File: config.mk
export PLATFORM = sky130hd
export DESIGN_NAME = fft_stage_sequencer_flat
export DESIGN_NICKNAME = d
export VERILOG_FILES = /design/src/rtl/fft_pkg.sv /design/src/rtl/fft_stage_sequencer_if.sv /design/src/rtl/fft_bf_addr_gen.sv /design/src/rtl/fft_stage_sequencer.sv /design/src/flat_wrapper.sv
export SDC_FILE = /design/constraint.sdc
export NUM_CORES = 1
export LEC_CHECK = 0
export ABC_AREA = 1
export BUFFER_PORTS_ARGS = -buffer_cell sky130_fd_sc_hd__buf_2
export CAP_MARGIN = 40
export CORE_ASPECT_RATIO = 0.75
export CORE_MARGIN = 3
export CORE_UTILIZATION = 50
export CTS_BUF_LIST = sky130_fd_sc_hd__clkbuf_16
export DETAILED_ROUTE_END_ITERATION = 8
export PLACE_DENSITY = 0.71
export SLEW_MARGIN = 20
export SYNTH_ARGS = -nofsm -noshare
export SYNTH_HDL_FRONTEND = slang
export SYNTH_HIERARCHICAL = 1
export SYNTH_SLANG_ARGS = --single-unit
export TNS_END_PERCENT = 20
File: constraint.sdc
create_clock -name clk -period 4.54 [get_ports clk]
set_input_delay 0 -clock clk [delete_from_list [all_inputs] [get_ports clk]]
set_output_delay 0 -clock clk [all_outputs]
set_load 0.03 [all_outputs]
File: src/rtl/fft_pkg.sv
// Shared constants, FSM encoding and the butterfly address helper for the
// 256-point radix-2 DIF FFT stage sequencer.
package fft_pkg;
  localparam int LOG2N  = 8;
  localparam int N      = 1 << LOG2N;
  localparam int HALF   = N / 2;
  localparam int ADDR_W = LOG2N;
  localparam int STG_W  = 3;
  localparam int TW_W   = LOG2N - 1;
  localparam int BF_W   = 2 * ADDR_W + TW_W;

  localparam logic [2:0] ST_IDLE  = 3'd0;
  localparam logic [2:0] ST_ISSUE = 3'd1;
  localparam logic [2:0] ST_DRAIN = 3'd2;
  localparam logic [2:0] ST_NEXT  = 3'd3;
  localparam logic [2:0] ST_FIN   = 3'd4;

  typedef enum logic [2:0] {
    S_IDLE  = ST_IDLE,
    S_ISSUE = ST_ISSUE,
    S_DRAIN = ST_DRAIN,
    S_NEXT  = ST_NEXT,
    S_FIN   = ST_FIN
  } state_e;

  // Returns {addr_a, addr_b, tw_addr}; the butterfly span bit is k = LOG2N-1-stage.
  function automatic logic [BF_W-1:0] bf_addr(input logic [TW_W-1:0]  j,
                                              input logic [STG_W-1:0] stage);
    logic [STG_W-1:0]  k;
    logic [ADDR_W-1:0] jx;
    logic [ADDR_W-1:0] mask;
    logic [ADDR_W-1:0] a;
    logic [ADDR_W-1:0] b;
    logic [TW_W-1:0]   tw;
    k    = STG_W'(LOG2N - 1) - stage;
    jx   = {1'b0, j};
    mask = (ADDR_W'(1) << k) - ADDR_W'(1);
    a    = ((jx & ~mask) << 1) | (jx & mask);
    b    = a | (ADDR_W'(1) << k);
    tw   = TW_W'((jx & mask) << stage);
    return {a, b, tw};
  endfunction
endpackage

File: src/rtl/fft_stage_sequencer_if.sv
// Handshake and status bundle between the stage sequencer and the butterfly
// datapath. The sequencer side is the slave modport.
interface fft_stage_sequencer_if;
  import fft_pkg::*;

  // One operand transfer happens on a rising clk edge where bf_valid & bf_ready;
  // once bf_valid rises, addr_a/addr_b/tw_addr/bf_valid hold until that transfer.
  logic              start;
  logic              abort;
  logic              bf_ready;
  logic              wb_valid;
  logic              bf_valid;
  logic [ADDR_W-1:0] addr_a;
  logic [ADDR_W-1:0] addr_b;
  logic [TW_W-1:0]   tw_addr;
  logic [STG_W-1:0]  stage;
  logic              rd_bank;
  logic              busy;
  logic              done;
  logic              wb_err;
  state_e            dbg_state;

  modport slave (
    input  start, abort, bf_ready, wb_valid,
    output bf_valid, addr_a, addr_b, tw_addr, stage, rd_bank, busy, done, wb_err,
           dbg_state
  );

  modport master (
    output start, abort, bf_ready, wb_valid,
    input  bf_valid, addr_a, addr_b, tw_addr, stage, rd_bank, busy, done, wb_err,
           dbg_state
  );
endinterface

File: src/rtl/fft_bf_addr_gen.sv
// Combinational butterfly index/stage to operand and twiddle address mapping.
module fft_bf_addr_gen
  import fft_pkg::*;
(
  input  logic [TW_W-1:0]   i_j,
  input  logic [STG_W-1:0]  i_stage,
  output logic [ADDR_W-1:0] o_addr_a,
  output logic [ADDR_W-1:0] o_addr_b,
  output logic [TW_W-1:0]   o_tw_addr
);
  logic [BF_W-1:0] w_addr;

  assign w_addr = bf_addr(i_j, i_stage);
  assign {o_addr_a, o_addr_b, o_tw_addr} = w_addr;
endmodule

File: src/rtl/fft_stage_sequencer.sv
// Sequences the radix-2 DIF stages: issues N/2 butterflies per stage, waits for
// all write-backs, flips the ping-pong bank and pulses done after the last stage.
module fft_stage_sequencer
  import fft_pkg::*;
(
  input  logic                  clk,
  input  logic                  rst_n,
  fft_stage_sequencer_if.slave  bus
);
  localparam logic [ADDR_W-1:0] J_LAST   = ADDR_W'(HALF - 1);
  localparam logic [ADDR_W-1:0] CNT_FULL = ADDR_W'(HALF);
  localparam logic [STG_W-1:0]  STG_LAST = STG_W'(LOG2N - 1);

  logic [2:0]        r_state;
  logic [2:0]        w_state_nxt;
  logic [ADDR_W-1:0] r_j;
  logic [ADDR_W-1:0] w_j_nxt;
  logic [ADDR_W-1:0] r_wb_cnt;
  logic [ADDR_W-1:0] w_wb_cnt_nxt;
  logic [STG_W-1:0]  r_stage;
  logic [STG_W-1:0]  w_stage_nxt;
  logic              r_bank;
  logic              w_bank_nxt;
  logic              r_busy;
  logic              w_busy_nxt;
  logic              r_valid;
  logic              w_valid_nxt;
  logic              r_done;
  logic              w_done_nxt;
  logic              r_err;
  logic              w_err_nxt;
  logic [ADDR_W-1:0] r_addr_a;
  logic [ADDR_W-1:0] r_addr_b;
  logic [TW_W-1:0]   r_tw;
  logic [ADDR_W-1:0] w_addr_a;
  logic [ADDR_W-1:0] w_addr_b;
  logic [TW_W-1:0]   w_tw;
  logic              w_xfer;
  logic              w_in_stage;

  assign w_xfer     = r_valid & bus.bf_ready;
  assign w_in_stage = (r_state == ST_ISSUE) || (r_state == ST_DRAIN);

  // Addresses are computed for the next j/stage so the output registers are
  // already correct in the cycle bf_valid is presented.
  fft_bf_addr_gen u_addr_gen (
    .i_j       (w_j_nxt[TW_W-1:0]),
    .i_stage   (w_stage_nxt),
    .o_addr_a  (w_addr_a),
    .o_addr_b  (w_addr_b),
    .o_tw_addr (w_tw)
  );

  always_comb begin
    w_state_nxt  = r_state;
    w_j_nxt      = r_j;
    w_wb_cnt_nxt = r_wb_cnt;
    w_stage_nxt  = r_stage;
    w_bank_nxt   = r_bank;
    w_busy_nxt   = r_busy;
    w_valid_nxt  = r_valid;
    w_done_nxt   = 1'b0;
    w_err_nxt    = r_err;

    // A write-back landing in the same cycle as an issue is legitimate.
    if (bus.wb_valid) begin
      if (w_in_stage && ((r_wb_cnt != r_j) || w_xfer)) begin
        w_wb_cnt_nxt = r_wb_cnt + ADDR_W'(1);
      end else begin
        w_err_nxt = 1'b1;
      end
    end

    case (r_state)
      ST_IDLE: begin
        if (bus.start) begin
          w_state_nxt  = ST_ISSUE;
          w_stage_nxt  = '0;
          w_j_nxt      = '0;
          w_wb_cnt_nxt = '0;
          w_bank_nxt   = 1'b0;
          w_busy_nxt   = 1'b1;
          w_valid_nxt  = 1'b1;
        end
      end
      ST_ISSUE: begin
        if (w_xfer) begin
          w_j_nxt = r_j + ADDR_W'(1);
          if (r_j == J_LAST) begin
            w_state_nxt = ST_DRAIN;
            w_valid_nxt = 1'b0;
          end
        end
      end
      ST_DRAIN: begin
        if (r_wb_cnt == CNT_FULL) begin
          if (r_stage == STG_LAST) begin
            w_state_nxt = ST_FIN;
            w_done_nxt  = 1'b1;
          end else begin
            w_state_nxt = ST_NEXT;
          end
        end
      end
      ST_NEXT: begin
        w_state_nxt  = ST_ISSUE;
        w_stage_nxt  = r_stage + STG_W'(1);
        w_bank_nxt   = ~r_bank;
        w_j_nxt      = '0;
        w_wb_cnt_nxt = '0;
        w_valid_nxt  = 1'b1;
      end
      ST_FIN: begin
        w_state_nxt = ST_IDLE;
        w_busy_nxt  = 1'b0;
      end
      default: begin
        w_state_nxt = ST_IDLE;
        w_busy_nxt  = 1'b0;
        w_valid_nxt = 1'b0;
      end
    endcase

    if (bus.abort) begin
      w_state_nxt = ST_IDLE;
      w_busy_nxt  = 1'b0;
      w_valid_nxt = 1'b0;
      w_done_nxt  = 1'b0;
    end
  end

  always_ff @(posedge clk or negedge rst_n) begin
    if (!rst_n) begin
      r_state  <= ST_IDLE;
      r_j      <= '0;
      r_wb_cnt <= '0;
      r_stage  <= '0;
      r_bank   <= 1'b0;
      r_busy   <= 1'b0;
      r_valid  <= 1'b0;
      r_done   <= 1'b0;
      r_err    <= 1'b0;
      r_addr_a <= '0;
      r_addr_b <= '0;
      r_tw     <= '0;
    end else begin
      r_state  <= w_state_nxt;
      r_j      <= w_j_nxt;
      r_wb_cnt <= w_wb_cnt_nxt;
      r_stage  <= w_stage_nxt;
      r_bank   <= w_bank_nxt;
      r_busy   <= w_busy_nxt;
      r_valid  <= w_valid_nxt;
      r_done   <= w_done_nxt;
      r_err    <= w_err_nxt;
      if (w_valid_nxt) begin
        r_addr_a <= w_addr_a;
        r_addr_b <= w_addr_b;
        r_tw     <= w_tw;
      end
    end
  end

  assign bus.bf_valid  = r_valid;
  assign bus.addr_a    = r_addr_a;
  assign bus.addr_b    = r_addr_b;
  assign bus.tw_addr   = r_tw;
  assign bus.stage     = r_stage;
  assign bus.rd_bank   = r_bank;
  assign bus.busy      = r_busy;
  assign bus.done      = r_done;
  assign bus.wb_err    = r_err;
  assign bus.dbg_state = state_e'(r_state);
endmodule
File: src/flat_wrapper.sv
// flat-port wrapper written by rule: the top's interface ports become plain ports
module fft_stage_sequencer_flat import fft_pkg::*;
  (clk, rst_n, bus_start, bus_abort, bus_bf_ready, bus_wb_valid, bus_bf_valid, bus_addr_a, bus_addr_b, bus_tw_addr, bus_stage, bus_rd_bank, bus_busy, bus_done, bus_wb_err, bus_dbg_state);
  fft_stage_sequencer_if bus_i ();
  input  logic clk;
  input  logic rst_n;
  input wire logic [$bits(bus_i.start)-1:0] bus_start;
  input wire logic [$bits(bus_i.abort)-1:0] bus_abort;
  input wire logic [$bits(bus_i.bf_ready)-1:0] bus_bf_ready;
  input wire logic [$bits(bus_i.wb_valid)-1:0] bus_wb_valid;
  output wire logic [$bits(bus_i.bf_valid)-1:0] bus_bf_valid;
  output wire logic [$bits(bus_i.addr_a)-1:0] bus_addr_a;
  output wire logic [$bits(bus_i.addr_b)-1:0] bus_addr_b;
  output wire logic [$bits(bus_i.tw_addr)-1:0] bus_tw_addr;
  output wire logic [$bits(bus_i.stage)-1:0] bus_stage;
  output wire logic [$bits(bus_i.rd_bank)-1:0] bus_rd_bank;
  output wire logic [$bits(bus_i.busy)-1:0] bus_busy;
  output wire logic [$bits(bus_i.done)-1:0] bus_done;
  output wire logic [$bits(bus_i.wb_err)-1:0] bus_wb_err;
  output wire logic [$bits(bus_i.dbg_state)-1:0] bus_dbg_state;
  assign bus_i.start = bus_start;
  assign bus_i.abort = bus_abort;
  assign bus_i.bf_ready = bus_bf_ready;
  assign bus_i.wb_valid = bus_wb_valid;
  assign bus_bf_valid = bus_i.bf_valid;
  assign bus_addr_a = bus_i.addr_a;
  assign bus_addr_b = bus_i.addr_b;
  assign bus_tw_addr = bus_i.tw_addr;
  assign bus_stage = bus_i.stage;
  assign bus_rd_bank = bus_i.rd_bank;
  assign bus_busy = bus_i.busy;
  assign bus_done = bus_i.done;
  assign bus_wb_err = bus_i.wb_err;
  assign bus_dbg_state = bus_i.dbg_state;
  fft_stage_sequencer u_core (.clk(clk), .rst_n(rst_n), .bus(bus_i));
endmodule
==> impl_metrics.ini <==
[drt]
detail_route.wirelength_um = 7990
detailed_route_via_count = 3047
detailedRoute.firstIterationViolations = 470
routed_wire_length_per_instance_um = 14.1
drt-vias-per-instance = 5.39
drt_first_pass_iters = 5
drc = 0
route.antenna.remaining_nets = 0

[logic_synthesis]
ys_seq_area_share_pct = 40.5
syn-mean-instance-area_um2 = 6.94
synth_cells = 445
synth_cell_type_count = 37
synth_edf_count = 0
synth_warnings = 6
ys_async_sr_fraction_pct = 100
synth_flop_cell = sky130_fd_sc_hd__dfrtp_1
synth_fp_nets = 457
synth.ff_latch_count = 50
post_synth_instance_area_um2 = 3090

[global_route]
initial_antenna_violation_count = 0
grt_most_used_layer = met1
groute.layer.met2.usage_pct = 30.9
gr-total-overflow = 0
groute.layer.met3.usage_pct = 4.69
grtUsageTotal_pct = 22.8
vias_in_the_first_global_route = 2710
wire_length_of_the_first_global_routing_pass_um = 13400
grt_max_degree = 51
grtUsageMet1_pct = 36.5

[run]
drv_cap = 0

[floorplan]
design.core.area_um2 = 5890
chipWidth_um = 96.8
io-pin-count = 40
fp.dieH_um = 74.1
placement_rows = 24
start_util_pct = 52.5
die-area_um2 = 7170

[worst_setup_path]
path_delay_family = simple AND/OR/NAND/NOR gates
cp.required_ps = 4770
timing_worst_setup_path_type = reg2reg
worst_setup_path_start_kind = register
crit_path_max_incr_delay_ps = 530
timing.critical_path.mode_cell = sky130_fd_sc_hd__nand2_1
worst_path_cell_chain = nor2_1 > nand2_1 > nor2_1 > nor2_1 > a22o_1 > nand3_1 > ha_1 > nand4_1 > nand3_1 > nand2_1 > nand3_1 > nand2_1 > nand2_1 > nand2_1 > nand3_1 > nand2_1
critPathCaptureType = register
slack_of_the_worst_reg_to_reg_path_ps = 1290
crit_path_top_delay_cell = sky130_fd_sc_hd__nor2_1
crit_path_max_fanout = 12
path_buf_inv = 0
worst_ep_arrival_time_ps = 3480

[power_and_ir_drop]
leak_uw = 0.00197
seq_power_share_pct = 32.4
comb_power_share_pct = 45.9
clkPwrFrac_pct = 21.7
p_per_area_nw_per_um2 = 496
sw_frac_of_total_pct = 47.2
ir_worst_vdd_v = 0.000192
switchingPower_uw = 824
total_internal_power_uw = 920

[clock_tree]
cts_setup_buffers = 0
clock_sink_count = 50
clock_tree.htree_level_count = 2
ctsRootBufferMaster = sky130_fd_sc_hd__clkbuf_16
worst_skew_pair.late_latency_ps = 290
ctsLongestPathBuffers = 2
clk_pin_slew_ps = 70
cts_tree = built
cts_made_buffers = 5

[timing]
final_min_period_over_clock_period_pct = 71.6
relSlewSlack_pct = 54.5
worst_hold_slack_ps = 57.5
post-route-min-period_ps = 3250
final-setup-viol-count = 0
maxClockFrequency_ghz = 0.307
final.setup_skew_ps = 5.03
rsz0062_at_grt = no
final-hold-violation-count = 0
worst-slew-pin-transition_ps = 676
maxSlewViolCount = 0
fin_tns_setup_ps = 0

[layout]
final-seq-area_um2 = 1250
fillerInstances = 562
multi_input_area_um2 = 1560
n_antenna_cell = 0
area_growth_pct = 13.7
fraction_of_final_layout_cells_sized_beyond_drive_strength_1_pct = 14.4
fin_nets = 498

[place]
place.port_buffers = 39
hpwlAfterDp_um = 5850
routabilityCongestion = 0.912

[hold_path]
hold_path.class = in2reg

[run_status]
outcome = finished, final reports clean
[power groups by stage]
stage | clock, µW | sequential [µW] | combinational [µW]
after global routing | 417 | 577 | 888
after floorplan | 0 | 678 | 492
final | 379 | 565 | 800
after global placement | 0 | 569 | 776
after detailed placement | 0 | 573 | 780
after CTS | 392 | 566 | 787
[worst min-delay path, stage by stage]
cell,delay [ps]
sky130_fd_sc_hd__buf_2,150
sky130_fd_sc_hd__nand4_1,100
sky130_fd_sc_hd__a21oi_1,60
[cell type report]
| type | instances | share of cell area [%] |
|---|---|---|
| multi-input combinational | 328 | 44.3 |
| sequential | 50 | 35.6 |
| timing repair buffer | 44 | 6.98 |
| inverter | 57 | 6.09 |
| clock buffer | 5 | 3.56 |
| tap | 78 | 2.78 |
| clock inverter | 3 | 0.676 |
[per-stage QoR]
step                      utilization (%)  instance area (µm²)  total power (µW)  instances  setup slack, ps
after global placement               56.6                 3330              1350        554             1590
final                                59.7                 3510              1740        565             1290
after detailed placement             56.8                 3350              1350        555             1420
after floorplan                         -                 3090              1170        445             1820
after global routing                 59.7                 3510              1880        565             1030
after CTS                            59.7                 3510              1740        565             1400
[kinds of logic after synthesis]
kind of cell,count (synthesis),synth area share (%)
XOR/XNOR,3,0.850
AO/OA/AOI/OAI,42,8.14
buffers and inverters,67,9.11
flip-flops,50,40.5
AND/OR/NAND/NOR,277,39.0
adder cells (fa/ha/maj),6,2.43
[registers in the layout, summed over array words and instances (netlist names)]
signal	cells
u_core/bus.addr_a	8
u_core/bus.addr_b	8
u_core/r_j	8
u_core/r_wb_cnt	8
u_core/bus.tw_addr	7
u_core/bus.dbg_state	3
u_core/bus.stage	3
u_core/bus.bf_valid	1
u_core/bus.busy	1
u_core/bus.done	1
u_core/bus.rd_bank	1
u_core/bus.wb_err	1
[final timing paths]
path,from,endpoint,depth (start not counted)
min reg2reg,u_core/bus.addr_a[6],u_core/bus.addr_a[6],2
max reg2reg,u_core/bus.dbg_state[1],u_core/bus.tw_addr[6],16
max,u_core/bus.dbg_state[1],u_core/bus.tw_addr[6],16
min in group asynchronous,rst_n,u_core/bus.done,3
max in group asynchronous,rst_n,u_core/bus.addr_b[0],3
min,bus_wb_valid,u_core/r_wb_cnt[7],3
[per-layer routing]
metal / routed length [µm] / vias up
li1: - / 1512
met1: 4120 / 1369
met2: 3110 / 156
met3: 698 / 10
met4: 67 / 0
met5: 0 / -
[placed cells by master (no fill, tap or decap), types with 2 or more instances in the layout]
cell type,n
sky130_fd_sc_hd__a22o_1,2
sky130_fd_sc_hd__buf_4,2
sky130_fd_sc_hd__nor3_1,3
sky130_fd_sc_hd__a21oi_1,8
sky130_fd_sc_hd__nor2_1,47
sky130_fd_sc_hd__inv_1,51
sky130_fd_sc_hd__clkbuf_16,5
sky130_fd_sc_hd__ha_1,6
sky130_fd_sc_hd__buf_2,39
sky130_fd_sc_hd__nor3_2,2
sky130_fd_sc_hd__nand2_1,152
sky130_fd_sc_hd__clkinvlp_4,2
sky130_fd_sc_hd__nand3_1,50
sky130_fd_sc_hd__dlygate4sd3_1,2
sky130_fd_sc_hd__nand3_2,2
sky130_fd_sc_hd__nand2_2,3
sky130_fd_sc_hd__nand2_4,2
sky130_fd_sc_hd__o211ai_1,3
sky130_fd_sc_hd__nand4_1,10
sky130_fd_sc_hd__xnor2_1,2
sky130_fd_sc_hd__nor2_2,2
sky130_fd_sc_hd__o22ai_1,2
sky130_fd_sc_hd__o21ai_2,2
sky130_fd_sc_hd__o21ai_0,18
sky130_fd_sc_hd__o21ai_1,2
sky130_fd_sc_hd__dfrtp_1,50
sky130_fd_sc_hd__inv_2,6
[cell usage after synthesis (3+ instances only)]
cell                       count  area, µm²
sky130_fd_sc_hd__o21ai_0      18       90.1
sky130_fd_sc_hd__inv_1        51        191
sky130_fd_sc_hd__nand2_2       3       18.8
sky130_fd_sc_hd__buf_6         3       33.8
sky130_fd_sc_hd__inv_2         6       22.5
sky130_fd_sc_hd__nand3_1      50        250
sky130_fd_sc_hd__nor3_1        3       15.0
sky130_fd_sc_hd__nand2_1     152        571
sky130_fd_sc_hd__nand4_1      10       62.6
sky130_fd_sc_hd__a21oi_1       8       40.0
sky130_fd_sc_hd__o211ai_1      3       22.5
sky130_fd_sc_hd__buf_2         3       15.0
sky130_fd_sc_hd__ha_1          6       75.1
sky130_fd_sc_hd__dfrtp_1      50       1250
sky130_fd_sc_hd__nor2_1       47        176
[timing repair]
action | 4_1_cts | 5_1_grt
setup endpoints to repair | 0 | 0
hold buffers | 2 | 0
gates resized for setup | 0 | 0
hold endpoints to repair | 51 | 0
Note: power is estimated with default switching activity, not from simulation.
